`config.mk`:
```
export PLATFORM = sky130hd
export DESIGN_NAME = spi_flash_loader
export DESIGN_NICKNAME = d
export VERILOG_FILES = /design/src/rtl/spi_flash_loader.sv
export SDC_FILE = /design/constraint.sdc
export NUM_CORES = 1
export LEC_CHECK = 0
export BUFFER_PORTS_ARGS = -buffer_cell sky130_fd_sc_hd__clkbuf_2
export CAP_MARGIN = 5
export CELL_PAD_IN_SITES_DETAIL_PLACEMENT = 0
export CELL_PAD_IN_SITES_GLOBAL_PLACEMENT = 1
export CORE_MARGIN = 3
export CORE_UTILIZATION = 33
export CTS_CLUSTER_DIAMETER = 150
export CTS_CLUSTER_SIZE = 28
export DETAILED_ROUTE_END_ITERATION = 8
export GPL_ROUTABILITY_DRIVEN = 0
export PLACE_DENSITY = 0.58
export SETUP_SLACK_MARGIN = 0.1
export SLEW_MARGIN = 20
export SYNTH_ARGS = -nofsm -noshare
export SYNTH_HDL_FRONTEND = slang
export SYNTH_SLANG_ARGS = --single-unit
```
`constraint.sdc`:
```
create_clock -name wb_clk_i -period 4.7 [get_ports wb_clk_i]
set_input_delay 0.235 -clock wb_clk_i [delete_from_list [all_inputs] [get_ports wb_clk_i]]
set_output_delay 0.235 -clock wb_clk_i [all_outputs]
set_load 0.02 [all_outputs]
```
`src/rtl/spi_flash_loader.sv`:
```
// -----------------------------------------------------------------------------
// spi_flash_loader
// Copies a boot image from an SPI NOR flash (READ 0x03, SPI mode 0) into RAM
// through a Wishbone master write port. busy can hold the CPU in reset while
// the copy runs.
//
// Ports:
//   wb_clk_i, wb_rst_i   system clock, asynchronous active-high reset
//   start                one-cycle load request (ignored while busy)
//   busy, done, error    load in progress / sticky completion / sticky timeout
//   wb_dat_o, wb_adr_o   write data and RAM word address [19:1]
//   wb_tga_o, wb_sel_o   constant memory-space tag and full byte select
//   wb_we_o, wb_stb_o,
//   wb_cyc_o, wb_ack_i   Wishbone write handshake
//   sclk, mosi, miso,
//   ss_n                 SPI mode-0 master pins to the flash
// -----------------------------------------------------------------------------
module spi_flash_loader #(
    parameter logic [23:0] SRC_ADDR    = 24'h000000,
    parameter logic [18:0] DST_ADDR    = 19'h78000,
    parameter logic [15:0] LEN_WORDS   = 16'd32768,
    parameter logic [7:0]  CLK_DIV     = 8'd2,
    parameter logic [7:0]  ACK_TIMEOUT = 8'd255
) (
    input  logic        wb_clk_i,
    input  logic        wb_rst_i,
    input  logic        start,
    output logic        busy,
    output logic        done,
    output logic        error,
    output logic [15:0] wb_dat_o,
    output logic [18:0] wb_adr_o,
    output logic        wb_tga_o,
    output logic [1:0]  wb_sel_o,
    output logic        wb_we_o,
    output logic        wb_stb_o,
    output logic        wb_cyc_o,
    input  logic        wb_ack_i,
    output logic        sclk,
    output logic        mosi,
    input  logic        miso,
    output logic        ss_n
);

    localparam logic [31:0] C_CMD = {8'h03, SRC_ADDR};

    typedef enum logic [2:0] {
        S_IDLE, S_SEL, S_CMD, S_RD_LO, S_RD_HI, S_WB, S_DESEL, S_FINISH
    } state_t;

    state_t      r_state, w_state_nxt;
    logic [7:0]  r_div_cnt;
    logic [4:0]  r_bit_cnt;
    logic [15:0] r_word_cnt;
    logic [7:0]  r_to_cnt;
    logic [31:0] r_shift;
    logic [15:0] r_data;
    logic        r_sclk, r_mosi, r_ss_n, r_cyc, r_stb, r_we;
    logic [15:0] r_dat;
    logic [18:0] r_adr;
    logic        r_busy, r_done, r_error;

    logic w_div_end, w_shifting, w_rise, w_fall, w_bit_last, w_word_last, w_to_end;

    // One bit = a low half then a high half, each CLK_DIV clocks long; the
    // current sclk level tells which half we are in.
    assign w_div_end   = (r_div_cnt == CLK_DIV - 8'd1);
    assign w_shifting  = (r_state == S_CMD) || (r_state == S_RD_LO) || (r_state == S_RD_HI);
    assign w_rise      = w_shifting && !r_sclk && w_div_end;
    assign w_fall      = w_shifting &&  r_sclk && w_div_end;
    assign w_bit_last  = (r_bit_cnt == ((r_state == S_CMD) ? 5'd31 : 5'd7));
    assign w_word_last = ((r_word_cnt + 16'd1) == LEN_WORDS);
    assign w_to_end    = (r_to_cnt == ACK_TIMEOUT - 8'd1);

    always_comb begin
        w_state_nxt = r_state;
        case (r_state)
            S_IDLE:   if (start) w_state_nxt = (LEN_WORDS == 16'd0) ? S_FINISH : S_SEL;
            S_SEL:    if (w_div_end) w_state_nxt = S_CMD;
            S_CMD:    if (w_fall && w_bit_last) w_state_nxt = S_RD_LO;
            S_RD_LO:  if (w_fall && w_bit_last) w_state_nxt = S_RD_HI;
            S_RD_HI:  if (w_fall && w_bit_last) w_state_nxt = S_WB;
            S_WB: begin
                if (wb_ack_i)      w_state_nxt = w_word_last ? S_DESEL : S_RD_LO;
                else if (w_to_end) w_state_nxt = S_DESEL;
            end
            S_DESEL:  if (w_div_end) w_state_nxt = S_FINISH;
            S_FINISH: w_state_nxt = S_IDLE;
            default:  w_state_nxt = S_IDLE;
        endcase
    end

    always_ff @(posedge wb_clk_i or posedge wb_rst_i) begin
        if (wb_rst_i) begin
            r_state    <= S_IDLE;
            r_div_cnt  <= '0;
            r_bit_cnt  <= '0;
            r_word_cnt <= '0;
            r_to_cnt   <= '0;
            r_sclk     <= 1'b0;
            r_mosi     <= 1'b0;
            r_ss_n     <= 1'b1;
            r_cyc      <= 1'b0;
            r_stb      <= 1'b0;
            r_we       <= 1'b0;
            r_dat      <= '0;
            r_adr      <= DST_ADDR;
            r_busy     <= 1'b0;
            r_done     <= 1'b0;
            r_error    <= 1'b0;
        end else begin
            r_state <= w_state_nxt;

            // Divider restarts on every state change and at every half-bit end,
            // so each state entry begins with a full low half.
            if ((w_state_nxt != r_state) || w_div_end) r_div_cnt <= '0;
            else                                       r_div_cnt <= r_div_cnt + 8'd1;

            if (w_state_nxt != r_state) r_bit_cnt <= '0;
            else if (w_fall)            r_bit_cnt <= r_bit_cnt + 5'd1;

            if (w_rise)      r_sclk <= 1'b1;
            else if (w_fall) r_sclk <= 1'b0;

            case (r_state)
                S_IDLE: begin
                    if (start) begin
                        r_busy     <= 1'b1;
                        r_done     <= 1'b0;
                        r_error    <= 1'b0;
                        r_word_cnt <= '0;
                        r_adr      <= DST_ADDR;
                        if (LEN_WORDS != 16'd0) r_ss_n <= 1'b0;
                    end
                end
                // First command bit is presented at bit start, later ones on falls.
                S_SEL: if (w_div_end) r_mosi <= C_CMD[31];
                S_CMD: if (w_fall)    r_mosi <= r_shift[31];
                S_RD_HI: begin
                    if (w_fall && w_bit_last) begin
                        r_cyc    <= 1'b1;
                        r_stb    <= 1'b1;
                        r_we     <= 1'b1;
                        r_dat    <= r_data;
                        r_to_cnt <= '0;
                    end
                end
                S_WB: begin
                    if (wb_ack_i) begin
                        r_cyc      <= 1'b0;
                        r_stb      <= 1'b0;
                        r_we       <= 1'b0;
                        r_adr      <= r_adr + 19'd1;
                        r_word_cnt <= r_word_cnt + 16'd1;
                    end else if (w_to_end) begin
                        r_cyc   <= 1'b0;
                        r_stb   <= 1'b0;
                        r_we    <= 1'b0;
                        r_error <= 1'b1;
                    end else begin
                        r_to_cnt <= r_to_cnt + 8'd1;
                    end
                end
                S_DESEL: if (w_div_end) r_ss_n <= 1'b1;
                S_FINISH: begin
                    r_busy <= 1'b0;
                    r_done <= ~r_error;
                end
                default: ;
            endcase
        end
    end

    // Shift registers carry no control meaning, so they need no reset.
    always_ff @(posedge wb_clk_i) begin
        if ((r_state == S_SEL) && w_div_end)  r_shift <= {C_CMD[30:0], 1'b0};
        else if ((r_state == S_CMD) && w_fall) r_shift <= {r_shift[30:0], 1'b0};
        if (w_rise && (r_state == S_RD_LO)) r_data[7:0]  <= {r_data[6:0], miso};
        if (w_rise && (r_state == S_RD_HI)) r_data[15:8] <= {r_data[14:8], miso};
    end

    assign busy     = r_busy;
    assign done     = r_done;
    assign error    = r_error;
    assign wb_dat_o = r_dat;
    assign wb_adr_o = r_adr;
    assign wb_tga_o = 1'b0;
    assign wb_sel_o = 2'b11;
    assign wb_we_o  = r_we;
    assign wb_stb_o = r_stb;
    assign wb_cyc_o = r_cyc;
    assign sclk     = r_sclk;
    assign mosi     = r_mosi;
    assign ss_n     = r_ss_n;

endmodule

```
==> results by group <==
Layout
  • Multi-input logic area: 2230 um^2
  • Layout cell share with drive strength beyond 1: 15.9%
  • Fillers: 1485
  • Synthesis-to-finish area growth: 13.4%
  • # diodes: 0
  • Nets: 579
  • Reg area: 2680 um^2

Timing
  • Worst Clk Skew: 0.00852 ns
  • Fmax: 298 MHz
  • Tcrit/Tclk final: 71.5%
  • RSZ-0062 raised after global routing: false
  • Slew Limit Fails: 0
  • Worst Tran Pin Value: 0.743 ns
  • Slew HR: 50.4%
  • Setup TNS: 0 ns
  • Tmin final: 3.36 ns
  • Setup violators final: 0
  • Final hold vios: 27
  • Hold WS: -0.0254 ns

Global routing
  • Gr ovfl total: 0
  • Total GRT Usage: 14.2%
  • Initial antenna violation count: 0
  • Largest net degree at the start of global routing: 54
  • First-pass GRT wire length: 19100 um
  • Vias in the first global route: 3709

Clock tree
  • CTS Buffer Depth: 2
  • Clock Tree Root: clkbuf_16
  • Post-CTS sizing: 0
  • CTS Buf Count: 9
  • CTS H-tree depth: 3
  • Setup Buffers After CTS: 0
  • Hold-fix buffers, CTS: 0
  • Clock Latency Late Sink: 0.35 ns
  • Reg clk slew, reported paths: 0.07 ns
  • CTS tree: done
  • CTS Sinks: 105

Setup path
  • Startpoint Class: register
  • Data arrival time of the critical path: 3.57 ns
  • Req. time, crit path: 4.91 ns
  • CP startpoint: r_state[2]
  • Kind of critical path: reg -> reg
  • Crit end category: register
  • Reg-to-reg startpoint: r_state[2]
  • Critical-path maximum fanout: 20

Die
  • Die Wd: 130 um
  • I/O pin count: 52
  • Row cnt: 44
  • Die height: 130 um
  • Initial core utilization: 34.3%
  • Die area: 16900 um^2
  • Core area: 14800 um^2

Synthesis
  • Synth cell types: 60
  • Sequential area share after synthesis: 52.7%
  • Post-synth EDFFs: 16
  • Synth area leader: dfrtp_1
  • Synth Warn #: 0
  • Simple-Gate Fraction of Synth Area: 22.3%
  • Main combinational cell family by area after synthesis: simple AND/OR/NAND/NOR gates
  • Dominant cell by count in the synthesized netlist: nand2_1
  • Adder-cell share of the synthesized area: 1.72%
  • Most instantiated cells after synthesis: nand2_1, dfrtp_1, nor2_1
  • Mux cell area share after synthesis: 0.837%
  • Synth Area in XOR/XNOR: 6.55%
  • Syn avg cell area: 9.63 um^2
  • Mapped Cells: 528
  • Top post-synthesis cells by area: dfrtp_1, edfxtp_1, nand2_1
  • Share of async-settable or async-resettable flops after synthesis: 78.1%
  • Post-synthesis register bit count: 105
  • Synth Cell Area: 5080 um^2
  • Top-area cell type share of the netlist area: 37.9%
  • Complex-gate fraction of the synthesized area: 12.1%
  • Main synth FF type: dfrtp_1

Pwr
  • Pwr Total: 2.32 mW
  • Leak: 2.60 nW
  • Max VDD drop: 0.000242 V
  • Pwr per Cell Area: 403 nW/um^2

Drt
  • Via/cell ratio: 5.12
  • Via count: 3871
  • DR pass1 iterations: 4
  • Routed WL per cell: 15.1 um
  • Routed WL: 11400 um
  • Post-DRT Antenna Nets: 0
  • DRC: 0
  • Iteration-0 DRC Markers: 213

Status
  • Status: finished, violations left
  • Violated checks: negative hold slack

Min path
  • Worst min path class: in -> async

Run
  • Max-cap viol count: 0

Placed design
  • Port Buffers: 48
  • Post-DP HPWL: 7670 um
## critical path: stages, from the launching register on
cell and delay, ns:
dfrtp_1 0.73, or3b_2 0.54, a2111oi_4 0.62, nand4_1 0.16, buf_4 0.25, and3_4 0.21
o311ai_4 0.58, nor3_1 0.12
## state kept, by name, summed over array words and instances, names as in the netlist, 3 cells and up
register    flops
r_bit_cnt       5
r_word_cnt     16
r_data         16
wb_dat_o       16
wb_adr_o       19
r_shift         7
r_to_cnt        8
r_div_cnt       8
r_state         3
## worst paths after layout
| check | end | slack [ns] | cells past startpoint |
|---|---|---|---|
| max in group asynchronous | wb_adr_o[15] | 3.84 | 3 |
| min | r_to_cnt[5] | -0.03 | 2 |
| min in group wb_clk_i | r_data[0] | 0.10 | 1 |
| max reg2reg | r_div_cnt[2] | 1.34 | 7 |
| min reg2reg | r_data[5] | 0.45 | 0 |
| max | r_div_cnt[2] | 1.34 | 7 |
## per-layer routing
metal  global-route usage [%]  wire (um)  vias up
li1                         -          -     1913
met1                     19.6       5630     1879
met2                     22.2       5170       70
met3                     3.60        480        9
met4                     4.28        141        0
met5                        0          0        -
## cell families after synthesis
logic type / after synthesis
other: 2
AOI/OAI and AO/OA: 92
muxes: 4
adders and majority gates: 7
DFF: 105
buffers and inverters: 41
xor gates and xnor gates: 38
and+or+nand+nor: 239
## power by group
group	switching (mW)	total, mW	internal (mW)
clock network	0.361	0.730	0.369
logic	0.278	0.459	0.181
registers	0.115	1.13	1.02
total	0.754	2.32	1.57
## layout make-up
cell class | count | share of cell area (%)
Sequential cell | 105 | 46.5
Multi-Input combinational cell | 383 | 38.6
Timing Repair Buffer | 56 | 5.21
Tap cell | 184 | 3.99
Clock buffer | 10 | 3.97
Clock inverter | 6 | 0.890
Inverter | 12 | 0.825
## per-stage QoR
stage / std cells / worst slack [ns] / instance area [um^2] / utilization (%)
after floorplan: 529 / 2.02 / 5090 / -
after global placement: 740 / 1.39 / 5480 / 37.0
after detailed placement: 740 / 1.30 / 5480 / 37.0
after CTS: 756 / 1.31 / 5760 / 38.9
after global routing: 756 / 1.10 / 5760 / 38.9
final: 756 / 1.34 / 5760 / 38.9
## cell usage in the layout, fill, tap and decap left out, types with 3 or more instances in the layout
cell type  instances
dfxtp_1            7
and2_1             6
or2_2              3
buf_4              8
and4_1             5
and3_1            13
o21ai_0           37
nand3_1           29
o31ai_1            5
xor2_1            22
a22oi_1            3
dfstp_2            5
inv_1             10
conb_1             3
a21oi_1           15
nor4_1             3
nor2b_1            3
nor2_1            52
nand2_1           90
ha_1               7
xnor2_1           16
clkbuf_16          9
or3b_2             3
a31oi_1            7
dfrtp_1           77
nor3_1             7
nand4_1           12
clkbuf_2          48
edfxtp_1          16
a22o_1             4
(Power assumes the default switching activity.)
